<file path="src/rtl/motion_sequencer.sv">
// Sample-phase strobe generator plus segment scheduler: stages per-axis move
// parameters from a command stream and programs all staged axes on one sample.
module motion_sequencer #(
  parameter int NAXES      = 6,
  parameter int SAMPLE_DIV = 2500
) (
  input  logic                  clk,
  input  logic                  rst,
  input  logic                  enable_i,
  output logic                  ph1_o,
  output logic                  ph2_o,
  output logic                  ph3_o,
  output logic                  ph4_o,
  input  logic                  cmdValid_i,
  output logic                  cmdReady_o,
  input  logic [2:0]            cmdAxis_i,
  input  logic                  cmdLast_i,
  input  logic [1:0]            cmdDirection_i,
  input  logic [31:0]           cmdAcceleration_i,
  input  logic [31:0]           cmdAccelSamples_i,
  input  logic [31:0]           cmdCruiseSamples_i,
  output logic [NAXES-1:0]      prgmReq_o,
  input  logic [NAXES-1:0]      prgmAck_i,
  input  logic [NAXES-1:0]      axisBusy_i,
  output logic [2*NAXES-1:0]    prgmDirection_o,
  output logic [32*NAXES-1:0]   prgmAcceleration_o,
  output logic [32*NAXES-1:0]   prgmAccelSamples_o,
  output logic [32*NAXES-1:0]   prgmCruiseSamples_o,
  output logic                  busy_o,
  output logic [15:0]           segCount_o,
  output logic                  errBadAxis_o
);

  localparam int DIVW = $clog2(SAMPLE_DIV);

  typedef enum logic [1:0] {LOAD, WAIT_IDLE, ISSUE} state_e;

  state_e                  state_q, state_d;
  logic [DIVW-1:0]         div_q, div_d;
  logic [3:0]              ph_q, ph_d;
  logic [NAXES-1:0]        staged_q, staged_d;
  logic [NAXES-1:0]        req_q, req_d;
  logic [NAXES-1:0][1:0]   dir_q, dir_d;
  logic [NAXES-1:0][31:0]  acc_q, acc_d;
  logic [NAXES-1:0][31:0]  accSmp_q, accSmp_d;
  logic [NAXES-1:0][31:0]  cruSmp_q, cruSmp_d;
  logic [15:0]             seg_q, seg_d;
  logic                    err_q, err_d;
  logic                    busy_q, busy_d;
  logic                    accept;
  logic [NAXES-1:0]        hit;

  // Strobes are decoded from the current divider value and registered, so
  // each phase appears one clock after the divider passes its slot.
  always_comb begin
    div_d = '0;
    ph_d  = '0;
    if (enable_i) begin
      div_d = (div_q == DIVW'(SAMPLE_DIV - 1)) ? '0 : div_q + 1'b1;
      ph_d[0] = (div_q == DIVW'(0));
      ph_d[1] = (div_q == DIVW'(1));
      ph_d[2] = (div_q == DIVW'(2));
      ph_d[3] = (div_q == DIVW'(3));
    end
  end

  // Command decode: an entry whose axis matches no engine sets the error flag.
  always_comb begin
    accept = (state_q == LOAD) && cmdValid_i;
    for (int i = 0; i < NAXES; i++) begin
      hit[i] = accept && (cmdAxis_i == 3'(i));
    end
  end

  always_comb begin
    state_d  = state_q;
    staged_d = staged_q;
    req_d    = req_q;
    dir_d    = dir_q;
    acc_d    = acc_q;
    accSmp_d = accSmp_q;
    cruSmp_d = cruSmp_q;
    seg_d    = seg_q;
    err_d    = err_q;

    for (int i = 0; i < NAXES; i++) begin
      if (hit[i]) begin
        staged_d[i] = 1'b1;
        dir_d[i]    = cmdDirection_i;
        acc_d[i]    = cmdAcceleration_i;
        accSmp_d[i] = cmdAccelSamples_i;
        cruSmp_d[i] = cmdCruiseSamples_i;
      end
    end
    if (accept && (hit == '0)) begin
      err_d = 1'b1;
    end

    case (state_q)
      LOAD: begin
        if (accept && cmdLast_i && (staged_d != '0)) begin
          state_d = WAIT_IDLE;
        end
      end
      WAIT_IDLE: begin
        if (axisBusy_i == '0) begin
          req_d   = staged_q;
          state_d = ISSUE;
        end
      end
      ISSUE: begin
        if (req_q == '0) begin
          staged_d = '0;
          seg_d    = seg_q + 16'd1;
          state_d  = LOAD;
        end else begin
          req_d = req_q & ~prgmAck_i;
        end
      end
      default: state_d = LOAD;
    endcase

    busy_d = (state_q != LOAD) || (|axisBusy_i);
  end

  always_ff @(posedge clk) begin
    if (rst) begin
      state_q  <= LOAD;
      div_q    <= '0;
      ph_q     <= '0;
      staged_q <= '0;
      req_q    <= '0;
      dir_q    <= '0;
      acc_q    <= '0;
      accSmp_q <= '0;
      cruSmp_q <= '0;
      seg_q    <= '0;
      err_q    <= 1'b0;
      busy_q   <= 1'b0;
    end else begin
      state_q  <= state_d;
      div_q    <= div_d;
      ph_q     <= ph_d;
      staged_q <= staged_d;
      req_q    <= req_d;
      dir_q    <= dir_d;
      acc_q    <= acc_d;
      accSmp_q <= accSmp_d;
      cruSmp_q <= cruSmp_d;
      seg_q    <= seg_d;
      err_q    <= err_d;
      busy_q   <= busy_d;
    end
  end

  assign ph1_o               = ph_q[0];
  assign ph2_o               = ph_q[1];
  assign ph3_o               = ph_q[2];
  assign ph4_o               = ph_q[3];
  assign cmdReady_o          = (state_q == LOAD);
  assign prgmReq_o           = req_q;
  assign prgmDirection_o     = dir_q;
  assign prgmAcceleration_o  = acc_q;
  assign prgmAccelSamples_o  = accSmp_q;
  assign prgmCruiseSamples_o = cruSmp_q;
  assign busy_o              = busy_q;
  assign segCount_o          = seg_q;
  assign errBadAxis_o        = err_q;

endmodule

</file>
<file path="config.mk">
export PLATFORM = sky130hd
export DESIGN_NAME = motion_sequencer
export DESIGN_NICKNAME = d
export VERILOG_FILES = /design/src/rtl/motion_sequencer.sv
export SDC_FILE = /design/constraint.sdc
export NUM_CORES = 1
export LEC_CHECK = 0
export ABC_CLOCK_PERIOD_IN_PS = 6200
export CORE_AREA = 2 2 287 289
export DETAILED_ROUTE_END_ITERATION = 8
export DIE_AREA = 0 0 289 291
export GPL_TIMING_DRIVEN = 0
export PLACE_DENSITY = 0.52
export SLEW_MARGIN = 30
export SYNTH_ARGS = -nofsm -noshare
export SYNTH_HDL_FRONTEND = slang
export SYNTH_SLANG_ARGS = --single-unit
</file>
<file path="constraint.sdc">
create_clock -name clk -period 6.2 [get_ports clk]
set_input_delay 1.86 -clock clk [delete_from_list [all_inputs] [get_ports clk]]
set_output_delay 1.86 -clock clk [all_outputs]
set_load 0.01 [all_outputs]
</file>
======== Yosys cells after proc, flatten, opt, wreduce, memory -nomap -nowiden ========
Index checks and enable logic that the tools add are counted.
storage, ports and cells
  bits in registers ....................... 636
  output and inout port bits .............. 617
  word-level logic and storage cells ...... 93
  bits of input ports ..................... 118
operators by class
  $add $sub $neg .......................... 2
  bitwise operators ....................... 3
  equal/unequal tests ..................... 15
  reduce and logical (&&, ||, !) cells .... 26
  muxes and demuxes ....................... 15
operator list
  operator                                                          number
  12-bit by 2-bit == test with 1-bit output, second input constant  2
  6-bit two-way mux                                                 4
  6-bit zero test                                                   3
  16-bit by 1-bit adder with 16-bit output, second input constant   1
  12-bit by 1-bit adder with 12-bit output, second input constant   1
  12-bit by 1-bit == test with 1-bit output, second input constant  1
  12-bit == test, second input constant                             1
  12-bit zero test                                                  1
  6-bit case mux with 2 select lines                                1
  1-bit logical AND                                                 10
  6-bit AND                                                         1
  3-bit by 2-bit == test with 1-bit output, second input constant   2
  3-bit == test, second input constant                              2
  1-bit two-way mux                                                 6
  2-bit two-way mux                                                 3
  2-bit inequality test, second input constant                      3
  6-bit NOT                                                         1
  2-bit case mux with 3 select lines                                1
  3-bit AND reduction                                               2
  6-bit nonzero test                                                1
  6-bit OR reduction                                                1
  2-bit nonzero test                                                2
  3-bit by 1-bit == test with 1-bit output, second input constant   1
  3-bit zero test                                                   1
  9 further kinds                                                   9

======== Longest topological paths before layout ========
Gate-level depths: netlist of run 1.
  depth after elaboration ................. 8
  mapped depth ............................ 8
  gate-level depth less buffers ........... 5

======== Least setup slack after synthesis of run 1 ========
Ideal clock, no wire load.
  path type ............................... input to register
  from .................................... in axisBusy_i[1]
  to ...................................... reg req_q[4], in the netlist prgmReq_o[4]
  library setup time ...................... 91 ps
  path buffers ............................ 1
  data required time ...................... 6109 ps
  data arrival time ....................... 3143 ps
  stages .................................. 5
  slack ................................... 2966 ps
  cells stage by stage .................... or4_4 nor4_4 buf_4 a21oi_1 a311oi_1
on the way
  word-level cells in the longest chain between the ends .. 3
ends and longest elaborated chain
  item                                    RTL line  RTL
  start, declared                         24        input logic [NAXES-1:0] axisBusy_i,
  6-bit zero test                         106       if (axisBusy_i == '0) begin
  2-bit inequality test (no source line)  n/a
  3-bit AND reduction (no source line)    n/a
  end signal, assigned                    145       req_q <= req_d;
  end, declared                           42        logic [NAXES-1:0] req_q, req_d;
Every way passes these cells.
A chain may end at the register's enable or synchronous reset.

======== Worst setup path in the final report of run 1 ========
  from .................................... in cmdAxis_i[1]
  to ...................................... reg acc_q (netlist bit prgmAcceleration_o[118])
on the way
  word-level cells in the longest chain between the ends .. 2
ends and longest elaborated chain
  item                                      RTL line  RTL
  start, declared                           16        input logic [2:0] cmdAxis_i,
  3-bit by 2-bit == test with 1-bit output  71        hit[i] = accept && (cmdAxis_i == 3'(i));
  1-bit logical AND                         71
  end signal, assigned                      134       acc_q <= '0;
  end signal, assigned                      147       acc_q <= acc_d;
  end, declared                             44        logic [NAXES-1:0][31:0] acc_q, acc_d;
Every way passes these cells.

==> results of run 1 <==
[logic make-up after synthesis]
kind of cell | count (synthesis) | share of synthesized area (%)
and+or+nand+nor | 1297 | 23.1
AOI/OAI and AO/OA | 635 | 14.6
buffers and inverters | 206 | 4.04
DFF | 636 | 57.4
adders and majority gates | 5 | 0.282
xor gates and xnor gates | 14 | 0.553
[synthesized netlist by cell type (all sizes together) (2+ instances only)]
cell type,count
nand2,1196
dfxtp,636
a21oi,609
clkbuf,139
buf,58
nor2,23
or3,13
nand3,12
nand4,10
o21ai,10
and2,9
inv,9
nor3,8
xnor2,8
nand2b,7
a311oi,6
nor4,6
o21a,6
xor2,6
ha,5
and3,3
and4,2
nor2b,2
nor3b,2
or4,2
[flip-flops by register name (all words and copies together) (netlist names)]
| name | count |
|---|---|
| prgmAccelSamples_o | 192 |
| state_q | 2 |
| busy_o | 1 |
| prgmAcceleration_o | 192 |
| staged_q | 6 |
| errBadAxis_o | 1 |
| ph_q | 4 |
| div_q | 12 |
| segCount_o | 16 |
| prgmReq_o | 6 |
| prgmDirection_o | 12 |
| prgmCruiseSamples_o | 192 |
[routing by layer]
layer / vias up / wire [um]
met2: 808 / 52400
met4: 2 / 3180
met5: - / 13
met3: 143 / 9330
met1: 10600 / 44000
li1: 10700 / -
[power groups by stage]
stage / Combinational [mW] / Sequential, mW / Clock (mW)
global placement: 0.732 / 4.30 / 0
CTS: 0.735 / 4.22 / 4.25
detailed placement: 0.733 / 4.31 / 0
global route: 0.776 / 4.22 / 4.41
floorplan: 0.211 / 4.34 / 0
finish: 0.728 / 4.22 / 4.17
[worst reg2reg max path, cell delays in order, from the launching register on]
cell      delay (ns)
dfxtp_1         0.38
nor3b_1         0.58
nand3_2         0.67
clkbuf_1        0.55
buf_2           0.39
nand2_1         0.12
a21oi_1         0.07
[worst max path at each step]
stage | from | endpoint | depth (start not counted)
after floorplan | axisBusy_i[1] | prgmReq_o[4] | 5
after global placement | cmdAxis_i[1] | prgmAcceleration_o[122] | 7
after detailed placement | cmdValid_i | prgmAccelSamples_o[14] | 7
after CTS | cmdValid_i | prgmAccelSamples_o[13] | 7
after global routing | cmdValid_i | prgmAccelSamples_o[13] | 7
final | cmdAxis_i[1] | prgmAcceleration_o[118] | 7
[metrics by stage]
stage	setup WS [ns]	cell area, um^2
2_1_floorplan	2.97	22200
3_3_place_gp	0.934	30800
3_5_place_dp	1.23	30900
4_1_cts	1.88	33100
5_1_grt	1.72	33100
6_report	1.89	33200
[cells in the final DEF, fill, tap and decap left out, types with 7 or more instances in the layout]
master,n
clkdlybuf4s50_1,733
clkinv_2,10
a21oi_1,609
and2_1,9
o21ai_0,10
dfxtp_1,636
clkbuf_8,8
nand4_1,10
inv_1,9
buf_2,44
clkbuf_1,154
or3_1,12
buf_6,7
nand3_1,11
nor2_1,23
xnor2_1,8
nand2_1,1195
clkbuf_16,76
nand2b_1,7
[layout make-up]
cell class / count / area, um^2
clock inverters: 21 / 169
well taps: 1070 / 1340
diodes: 5 / 12.5
clock buffers: 101 / 2080
inverters: 9 / 33.8
fillers: 8418 / 48000
repair buffers: 736 / 7380
multi-input cells: 1951 / 8550
plain buffers: 197 / 865
flip-flops and latches: 636 / 12700
==> results.txt, run 1 <==
- Run status: finished clean
* Overall power of the completed layout: 9.11 mW
- The worst register-to-register path begins at state_q[1].
* CP endpoint kind: flip-flop
- Crit start category: input pin
- Full die area: 0.0841 mm^2
- Register-to-Register Path Depth: 6
- Syn_area_per_cell: just under 8 um^2
- Clock root buffer: clkbuf_16
* End of the worst register-to-register path: prgmAcceleration_o[118]
- Final Hold Slack: roughly 0.45 ns
* Min cycle time layout: 4.31 ns
- The startpoint identified for the worst hold timing path is prgmAcceleration_o[104].
* Total of flip-flops plus latches after synthesis: around 640
* Fin nets: 3728
- Share of power burned in combinational logic: 8.0%
- Wire length of the first global-routing pass: 154 mm
* Pins over their slew limit: 0
* Number of clock sinks: 636
- Worst path cell trace: clkdlybuf4s50_1 -> nor3b_1 -> nand3_2 -> clkbuf_1 -> buf_2 -> nand2_1 -> a21oi_1
- The critical path is of the in2reg type.
- Vert. Die Dim: 291 um
- Maximum net fanout on the critical path: 10
- Global routing consumed, on the met1 layer, 30.2% of the routing resources.
- Period utilization: 69.5%
* Worst hold path depth: 2
- In this run, CTS created clock tree buffers numbering 74.
- DRC violations left: 0
- Layout-stage area growth over the synthesis result: 49.6%
- IO Pins: between 700 and 800
* Endpoint of the worst hold path: prgmAcceleration_o[104]
* Cell type with the highest aggregate area in the netlist: dfxtp_1
- Register area share after synthesis: 57.4%
- Fraction of layout instances using a drive strength above 1: roughly 4.8%
* Power density of the placed cells: 275 mW/mm^2
- Worst reg2reg setup slack: 3.30 ns
- Hpwl dp: 81.2 mm
- Across the run, the number of max-cap violations was 0.
- IR analysis of the VDD net gives a maximum drop of around 0.19 mV.
* Switching power of the nets: approximately 2.3 mW
* Syn Nets: 2916
- Of the total power, the share spent switching nets is 25.4%.
* Clock input transition at the sequential cells of the worst setup and hold paths: 0.06 ns
- Starting density of the core: 27.3%
- After technology mapping, the gate count stands at 2793.
- The worst pin sits at a relative slew slack of 35.8%.
- Global routing used 25.0% of the available tracks.
- After detailed routing, the average wire length per cell comes to roughly 23 um.
* Die X: 289 um
- Internal power comes to around 6.8 mW.
- Cells taking the most area after synthesis: dfxtp_1 (57%), nand2_1 (20%), a21oi_1 (14%)
* Post-synthesis instance area: roughly 0.022 mm^2
- Standard-cell row count: 105
- Critical Path AT: between 4 and 5 ns
- Slew @ Worst Pin: 0.963 ns
- Routed via count: 22200
- Top achievable clock speed: 232 MHz
* Global-route track usage on met3: about 7.6%
- Number of hold violations in the final report: 0
* Utilization after layout: 40.8%
* Number of synthesized flops with an enable pin: 0
- Counting along the longest clock path gives a buffer depth of 3.
* Final cell count without fillers: 4726
* Final worst clock skew: between 0.02 and 0.025 ns
* Setup TNS: 0 ns
* Synth Warn #: 0
* Number of resized instances in the post-cts repair step: 0
- The via count of the first global-routing pass came to approximately 21000.
* Initial antenna violation count: 5
- Buffer and inverter count on the worst path: 3
* Leakage power: 10.9 nW
* Drt initial violations: 1319
* Aggregate routed wire length: 109 mm
- Clock network fraction of design power: a little under half
- Maximum number of pins on one net before global-route repair: 14
- The cell family contributing the most delay on the critical path is buffers and inverters.
- For this run, the slowest stage of the critical path takes 0.66 ns.
- Worst hold-check path type: reg2reg
* RSZ-0062 raised after global routing: false
* Portion of synthesized cell area occupied by the leading cell type: a little under three fifths
- The global routing stage identified its most utilized layer as met2.
- Post-synth cell types: 38
- Required time of the critical path: 6.65 ns
- Counting flops with an async set or reset pin after synthesis yields a share of 0%.
- The number of setup buffers added after CTS is 0.
- Placer Congestion: 0.868
- Prevailing post-synth register cell: dfxtp_1
- TritonCTS built the clock tree.
* Sequential power share: 46.3%
- For this design, the CTS-stage hold fixing added 0 buffers.
* Buffers added on ports: 733
- M2 GR Usage: between 40% and 50%
- Std-Cell Core Area: slightly above 0.08 mm^2
- Remaining antenna violation count: 0
* Final setup viols: 0
- The first TritonRoute pass finished after 5 iterations.
* Clock latency on the worst-skew pair: approximately 0.6 ns
- Total grt overflow: 0
- Among all stages on the critical path, the largest delay is contributed by nand3_2.
- H-tree level count: 3
* Placed cell count: 4599
* Ratio of routed vias to standard cells: 4.70
Power figures use the tool's default switching activity.
==> run 2: changes to the inputs <==
ABC_CLOCK_PERIOD_IN_PS = 4100   (was 6200)
clock period = 4.1 ns   (was 6.2 ns; I/O delays follow)
==> results of run 2 <==
The final DEF is identical to that of run 1. Status: finished clean.
Among the figures that moved: setup slack after placement 1.23 ns -> -0.239 ns; setup slack after layout 1.89 ns -> 0.423 ns; register-to-register setup slack 3.30 ns -> 1.20 ns; total power 9.11 mW -> 13.8 mW; worst IR drop on VDD 0.192 mV -> 0.290 mV
